### src/rtl/time_pkg.sv
// Shared mode encoding and time-field limits for the time-setting controller.
package time_pkg;

    typedef enum logic [1:0] {
        MODE_RUN      = 2'd0,
        MODE_SET_HOUR = 2'd1,
        MODE_SET_MIN  = 2'd2
    } mode_e;

    localparam logic [5:0] SEC_MAX  = 6'd59;
    localparam logic [5:0] MIN_MAX  = 6'd59;
    localparam logic [4:0] HOUR_MAX = 5'd23;

endpackage

### src/rtl/wrap_cnt.sv
// Generic modulo counter: counts 0..limit, wraps to 0 and flags carry on the wrapping increment.
module wrap_cnt #(
    parameter int W = 6
) (
    input  logic         clk,
    input  logic         rst_n,
    input  logic         inc,
    input  logic         clr,
    input  logic [W-1:0] limit,
    output logic [W-1:0] value,
    output logic         carry
);

    logic [W-1:0] r_value;

    // Clear wins over increment, so a clearing edge never propagates a carry.
    assign carry = inc && !clr && (r_value == limit);
    assign value = r_value;

    always_ff @(posedge clk or negedge rst_n) begin
        if (!rst_n) begin
            r_value <= '0;
        end else if (clr) begin
            r_value <= '0;
        end else if (inc) begin
            r_value <= (r_value == limit) ? '0 : r_value + 1'b1;
        end
    end

endmodule

### src/rtl/time_set_ctrl.sv
// Clock with RUN / SET_HOUR / SET_MIN modes; optional field blink under TIME_SET_BLINK_EN.
// Handshake: tick_1ms, key_mode and key_inc are single-cycle pulses sampled on the rising edge; no backpressure.
module time_set_ctrl
    import time_pkg::*;
#(
    parameter int TICK_DIV = 1000
) (
    input  logic       clk,
    input  logic       rst_n,
    input  logic       tick_1ms,
    input  logic       key_mode,
    input  logic       key_inc,
    output logic [5:0] sec,
    output logic [5:0] min,
    output logic [4:0] hour,
    output logic [1:0] mode,
    output logic       blink
);

    localparam int PW = (TICK_DIV > 1) ? $clog2(TICK_DIV) : 1;

    logic [1:0]    r_mode;
    logic [1:0]    w_mode_next;
    logic          w_pre_inc;
    logic          w_pre_clr;
    logic          w_sec_inc;
    logic          w_min_inc;
    logic          w_hour_inc;
    logic          w_pre_carry;
    logic          w_sec_carry;
    logic          w_min_carry;
    logic          w_unused_day_wrap;
    logic [PW-1:0] w_pre_value;

    // State register
    always_ff @(posedge clk or negedge rst_n) begin
        if (!rst_n) begin
            r_mode <= MODE_RUN;
        end else begin
            r_mode <= w_mode_next;
        end
    end

    // Next-state logic; the unused encoding falls back to RUN
    always_comb begin
        w_mode_next = r_mode;
        case (r_mode)
            MODE_RUN:      if (key_mode) w_mode_next = MODE_SET_HOUR;
            MODE_SET_HOUR: if (key_mode) w_mode_next = MODE_SET_MIN;
            MODE_SET_MIN:  if (key_mode) w_mode_next = MODE_RUN;
            default:       w_mode_next = MODE_RUN;
        endcase
    end

    // Output logic: key_mode always wins over ticks and increments in the same cycle
    always_comb begin
        w_pre_inc  = 1'b0;
        w_pre_clr  = 1'b0;
        w_sec_inc  = 1'b0;
        w_min_inc  = 1'b0;
        w_hour_inc = 1'b0;
        case (r_mode)
            MODE_RUN: begin
                w_pre_inc  = tick_1ms && !key_mode;
                w_sec_inc  = w_pre_carry;
                w_min_inc  = w_sec_carry;
                w_hour_inc = w_min_carry;
            end
            MODE_SET_HOUR: begin
                w_hour_inc = key_inc && !key_mode;
            end
            MODE_SET_MIN: begin
                w_min_inc = key_inc && !key_mode;
                w_pre_clr = key_mode;
            end
            default: ;
        endcase
    end

    wrap_cnt #(.W(PW)) u_pre (
        .clk(clk), .rst_n(rst_n), .inc(w_pre_inc), .clr(w_pre_clr),
        .limit(PW'(TICK_DIV - 1)), .value(w_pre_value), .carry(w_pre_carry)
    );

    wrap_cnt #(.W(6)) u_sec (
        .clk(clk), .rst_n(rst_n), .inc(w_sec_inc), .clr(w_pre_clr),
        .limit(SEC_MAX), .value(sec), .carry(w_sec_carry)
    );

    // Minute carry only matters in RUN; a set-mode wrap must not touch the hour.
    wrap_cnt #(.W(6)) u_min (
        .clk(clk), .rst_n(rst_n), .inc(w_min_inc), .clr(1'b0),
        .limit(MIN_MAX), .value(min), .carry(w_min_carry)
    );

    wrap_cnt #(.W(5)) u_hour (
        .clk(clk), .rst_n(rst_n), .inc(w_hour_inc), .clr(1'b0),
        .limit(HOUR_MAX), .value(hour), .carry(w_unused_day_wrap)
    );

    assign mode = r_mode;

`ifdef TIME_SET_BLINK_EN
    localparam int HALF = (TICK_DIV / 2 > 1) ? TICK_DIV / 2 : 1;
    localparam int BW   = (HALF > 1) ? $clog2(HALF) : 1;

    logic          r_blink;
    logic          w_mode_chg;
    logic          w_in_set;
    logic          w_blink_inc;
    logic          w_blink_carry;
    logic [BW-1:0] w_blink_cnt;

    assign w_mode_chg  = (r_mode != w_mode_next);
    assign w_in_set    = (r_mode == MODE_SET_HOUR) || (r_mode == MODE_SET_MIN);
    assign w_blink_inc = w_in_set && tick_1ms && !w_mode_chg;

    wrap_cnt #(.W(BW)) u_blink_cnt (
        .clk(clk), .rst_n(rst_n), .inc(w_blink_inc), .clr(w_mode_chg || !w_in_set),
        .limit(BW'(HALF - 1)), .value(w_blink_cnt), .carry(w_blink_carry)
    );

    always_ff @(posedge clk or negedge rst_n) begin
        if (!rst_n) begin
            r_blink <= 1'b1;
        end else if (w_mode_chg || !w_in_set) begin
            r_blink <= 1'b1;
        end else if (w_blink_carry) begin
            r_blink <= ~r_blink;
        end
    end

    assign blink = r_blink;
`else
    assign blink = 1'b1;
`endif

endmodule

### config.mk
export PLATFORM = sky130hd
export DESIGN_NAME = time_set_ctrl
export DESIGN_NICKNAME = d
export VERILOG_FILES = /design/src/rtl/time_pkg.sv /design/src/rtl/wrap_cnt.sv /design/src/rtl/time_set_ctrl.sv
export SDC_FILE = /design/constraint.sdc
export NUM_CORES = 1
export LEC_CHECK = 0
export CAP_MARGIN = 20
export CORE_UTILIZATION = 40
export DETAILED_ROUTE_END_ITERATION = 6
export DONT_BUFFER_PORTS = 1
export PLACE_DENSITY = 0.64
export SLEW_MARGIN = 30
export SYNTH_ARGS = -nofsm -noshare
export SYNTH_HDL_FRONTEND = slang
export SYNTH_SLANG_ARGS = --single-unit
### constraint.sdc
create_clock -name clk -period 5.45 [get_ports clk]
set_input_delay 1.09 -clock clk [delete_from_list [all_inputs] [get_ports clk]]
set_output_delay 1.09 -clock clk [all_outputs]
set_load 0.02 [all_outputs]
==> results.rst <==
.. list-table::
   :header-rows: 1

   * - Metric
     - Value
   * - Worst EP arrival
     - 2.68 ns
   * - Setup repair after global routing missed its margin
     - no
   * - Area fraction in compound gates after synthesis
     - 16.9%
   * - Post-CTS setup buffer count
     - 0
   * - Number of DRC violations after detailed-routing iteration 0
     - 94
   * - Startpoint type of the worst setup path
     - input pin
   * - Count of endpoints failing hold in the final timing report
     - 0
   * - Wirelength, routed
     - 2950 µm
   * - Die Wd
     - 64.9 µm
   * - Share of flip-flops with an asynchronous set or reset
     - 100%
   * - Highest ir drop seen on vdd
     - 0.000188 V
   * - Initial antenna violation count
     - 0
   * - Synth Area in XOR/XNOR
     - 4.98%
   * - Count of final setup violators
     - 0
   * - Antenna fix cells
     - 0
   * - Routability congestion estimate from global placement
     - 0.852
   * - Total power after layout
     - 0.775 mW
   * - Register area
     - 726 µm²
   * - Net count of the mapped netlist
     - 169
   * - WL/cell
     - 14.0 µm
   * - Biggest cell delay along the critical path
     - 0.52 ns
   * - Cts bufs inserted
     - 5
   * - Residual antenna-violating net count after detailed routing
     - 0
   * - Synthesized cell area
     - 1580 µm²
   * - Type of the setup path with the least slack
     - input pin to flop
   * - Number of violations of the max-capacitance limit
     - 0
   * - Run status
     - complete, no violations
   * - Sequential area share after synthesis
     - 45.9%
   * - DP Wirelength
     - 2170 µm
   * - Via Count
     - 1,179
   * - Total DRC errors in the routed layout
     - 0
   * - Number of distinct standard cells referenced by the synthesized netlist
     - 46
   * - Synth Area in Adders
     - 3.16%
   * - Kind of end point of the critical path
     - flop
   * - Min cycle time layout
     - 2.46 ns
   * - Series of cell instances along the critical path
     - nor4b_4 -> and4_1 -> a31oi_4 -> or4b_1 -> nand2_1
   * - Areal power density over the cells
     - 447 nW/µm²
   * - Maximum clock frequency
     - 407 MHz
   * - Wire length of the first global-routing pass
     - 5150 µm
   * - Total number of yosys warnings
     - 0
   * - Final nets
     - 170
   * - Die Span Y
     - 64.9 µm
   * - Clock tree skew after final layout
     - 0.00772 ns
   * - Count of input and output buffers
     - 0
   * - Cell with the biggest individual delay on the critical path
     - sky130_fd_sc_hd__or4b_1
   * - Number of enable-type register cells in the synthesized netlist
     - 0
   * - Via count of the first global-routing pass
     - 1,156
   * - Simple-gate area share of the yosys netlist
     - 23.8%
   * - Number of iterations in the first detailed-routing pass
     - 4
   * - GRT Overall Usage
     - 16.4%
   * - Most used cells in the layout excluding fill and tap cells
     - sky130_fd_sc_hd__dfrtp_1 (29), sky130_fd_sc_hd__o21ai_0 (16), sky130_fd_sc_hd__nor2_1 (12)
   * - Internal power summed over all cells
     - 0.511 mW
   * - Source-to-sink clock delay at the later pin of the worst-skew pair
     - 0.28 ns
   * - Post-synthesis register bit count
     - 29
   * - H-tree depth reported by CTS
     - 2
   * - Initial core utilization
     - 42.6%
   * - Routed vias/inst
     - 5.61
   * - IO Pins
     - 25
   * - Share of layout cells above drive strength 1
     - 8.64%
   * - Filler cell count in the final layout
     - 337
   * - Most used DFF post-synth
     - sky130_fd_sc_hd__dfrtp_1
   * - Switching share of total power
     - 34.1%
   * - Maximum number of pins on one net before global-route repair
     - 30
   * - Fin cells
     - 210
   * - Sw Pwr
     - 0.264 mW
   * - Final global-route overflow total
     - 0
   * - Clock network fraction of design power
     - 33.7%
   * - Overall die area
     - 4210 µm²
   * - Final-report max-slew violation count
     - 0
   * - Required time worst endpoint
     - 5.67 ns
   * - Combinational power share
     - 17.2%
   * - Quantity of gates resized following cts
     - 0
   * - Syn Inst Count
     - 160
   * - Worst hold-check slack
     - 0.501 ns
   * - Core Footprint
     - 3720 µm²
   * - Measured slew at the worst slew-check pin
     - 0.689 ns
   * - Longest Clk Path Bufs
     - 2
   * - Pleak
     - 0.710 nW
   * - Area of the multi-input gates
     - 798 µm²
   * - DP Cell Count
     - 202
   * - Clock tree root driver cell
     - sky130_fd_sc_hd__clkbuf_8
   * - HP Class
     - input pin to async pin
   * - Largest family of logic cells by synthesized area
     - simple AND/OR/NAND/NOR gates
   * - Syn-to-layout area delta
     - 9.57%
   * - Post-route fraction of the period consumed by the critical path
     - 45.1%
   * - Maximum fanout along the worst path
     - 10
   * - Hold-fix buffers, CTS
     - 0
   * - Share of synthesized area spent on multiplexers
     - 1.34%
   * - CTS tree
     - yes
   * - Rel. slew slack
     - 54.0%
   * - Total number of clock tree sinks
     - 29
   * - Row cnt
     - 22
   * - Mean post-synth cell area
     - 9.88 µm²
   * - Setup TNS Final
     - 0 ns
   * - Sequential group share of total power
     - 49.1%
   * - Post-CTS clock slew at the launch and capture registers of the worst setup and hold paths
     - 0.07 ns
   * - Most common cell after layout, fill and taps aside
     - sky130_fd_sc_hd__dfrtp_1
-- logic make-up after synthesis --
| logic type | count (synthesis) |
|---|---|
| muxes | 2 |
| adders and majority gates | 4 |
| DFF | 29 |
| xor gates and xnor gates | 9 |
| buffers and inverters | 10 |
| AOI/OAI and AO/OA | 40 |
| other | 1 |
| and+or+nand+nor | 65 |
-- cell type report --
class	instances	share of cell area (%)
clock buffers	5	3.97
multi-input cells	121	46.1
flip-flops and latches	29	41.9
clock inverters	3	3.75
inverters	4	0.866
well taps	48	3.47
-- final timing paths --
| kind | start | end | slack [ns] | depth (start not counted) |
|---|---|---|---|---|
| max | key_mode | u_hour.value[4] | 2.99 | 5 |
| min in group clk | u_pre.value[8] | u_pre.value[8] | 0.53 | 1 |
| min reg2reg | u_pre.value[8] | u_pre.value[8] | 0.53 | 1 |
| min | rst_n | u_sec.value[3] | 0.50 | 0 |
| max reg2reg | u_pre.value[0] | u_min.value[1] | 3.08 | 5 |
| max in group asynchronous | rst_n | u_pre.value[4] | 4.86 | 0 |
-- layer usage --
metal  up-vias  part of all wire, %  track usage, %
met5         -                    0               0
met4         0                  2.5            10.0
met1       550                   46            18.5
met2        38                   45            25.8
li1        584                    -               -
met3         7                  6.7            6.51
-- worst max-delay path: cells and delay by family --
| kind | cells | cell delay (ns) |
|---|---|---|
| AOI/OAI and AO/OA | 1 | 0.19 |
| and+or+nand+nor | 4 | 1.40 |
-- cell usage after synthesis, types with 2 or more instances --
master / number / area, µm²
sky130_fd_sc_hd__o31ai_1: 4 / 30.0
sky130_fd_sc_hd__and3_1: 3 / 18.8
sky130_fd_sc_hd__nand2_1: 9 / 33.8
sky130_fd_sc_hd__o211ai_1: 2 / 15.0
sky130_fd_sc_hd__buf_6: 2 / 22.5
sky130_fd_sc_hd__nor3_1: 4 / 20.0
sky130_fd_sc_hd__nor2_1: 12 / 45.0
sky130_fd_sc_hd__nand4_1: 3 / 18.8
sky130_fd_sc_hd__nor2b_1: 2 / 12.5
sky130_fd_sc_hd__xnor2_1: 8 / 70.1
sky130_fd_sc_hd__o22ai_1: 2 / 12.5
sky130_fd_sc_hd__clkbuf_1: 2 / 7.51
sky130_fd_sc_hd__ha_1: 4 / 50.1
sky130_fd_sc_hd__a31oi_1: 2 / 12.5
sky130_fd_sc_hd__nand2b_1: 5 / 31.3
sky130_fd_sc_hd__a21o_1: 3 / 22.5
sky130_fd_sc_hd__nand3b_1: 3 / 22.5
sky130_fd_sc_hd__nand3_1: 11 / 55.1
sky130_fd_sc_hd__a21oi_1: 4 / 20.0
sky130_fd_sc_hd__inv_1: 4 / 15.0
sky130_fd_sc_hd__nor3b_1: 2 / 15.0
sky130_fd_sc_hd__dfrtp_1: 29 / 726
sky130_fd_sc_hd__and4_1: 2 / 17.5
sky130_fd_sc_hd__o21ai_0: 16 / 80.1
-- power groups by stage --
stage	combinational (mW)	clock, mW	sequential, mW
after floorplan	0.129	0	0.360
final	0.133	0.261	0.381
after global routing	0.154	0.278	0.390
after CTS	0.135	0.269	0.382
after global placement	0.127	0	0.382
after detailed placement	0.135	0	0.385
-- sequential cells by signal, summed over array words and instances, names as in the netlist --
signal / count
u_min.value: 6
u_hour.value: 5
mode: 2
u_sec.value: 6
u_pre.value: 10
-- through the flow --
step                      util [%]  worst slack (ns)  instance area, µm²
after floorplan                  -              2.78                1580
after global placement        43.0              2.76                1600
after detailed placement      43.0              2.72                1600
after CTS                     46.6              3.01                1730
after global routing          46.6              2.86                1730
final                         46.6              2.99                1730
Note: power is estimated with default switching activity, not from simulation.
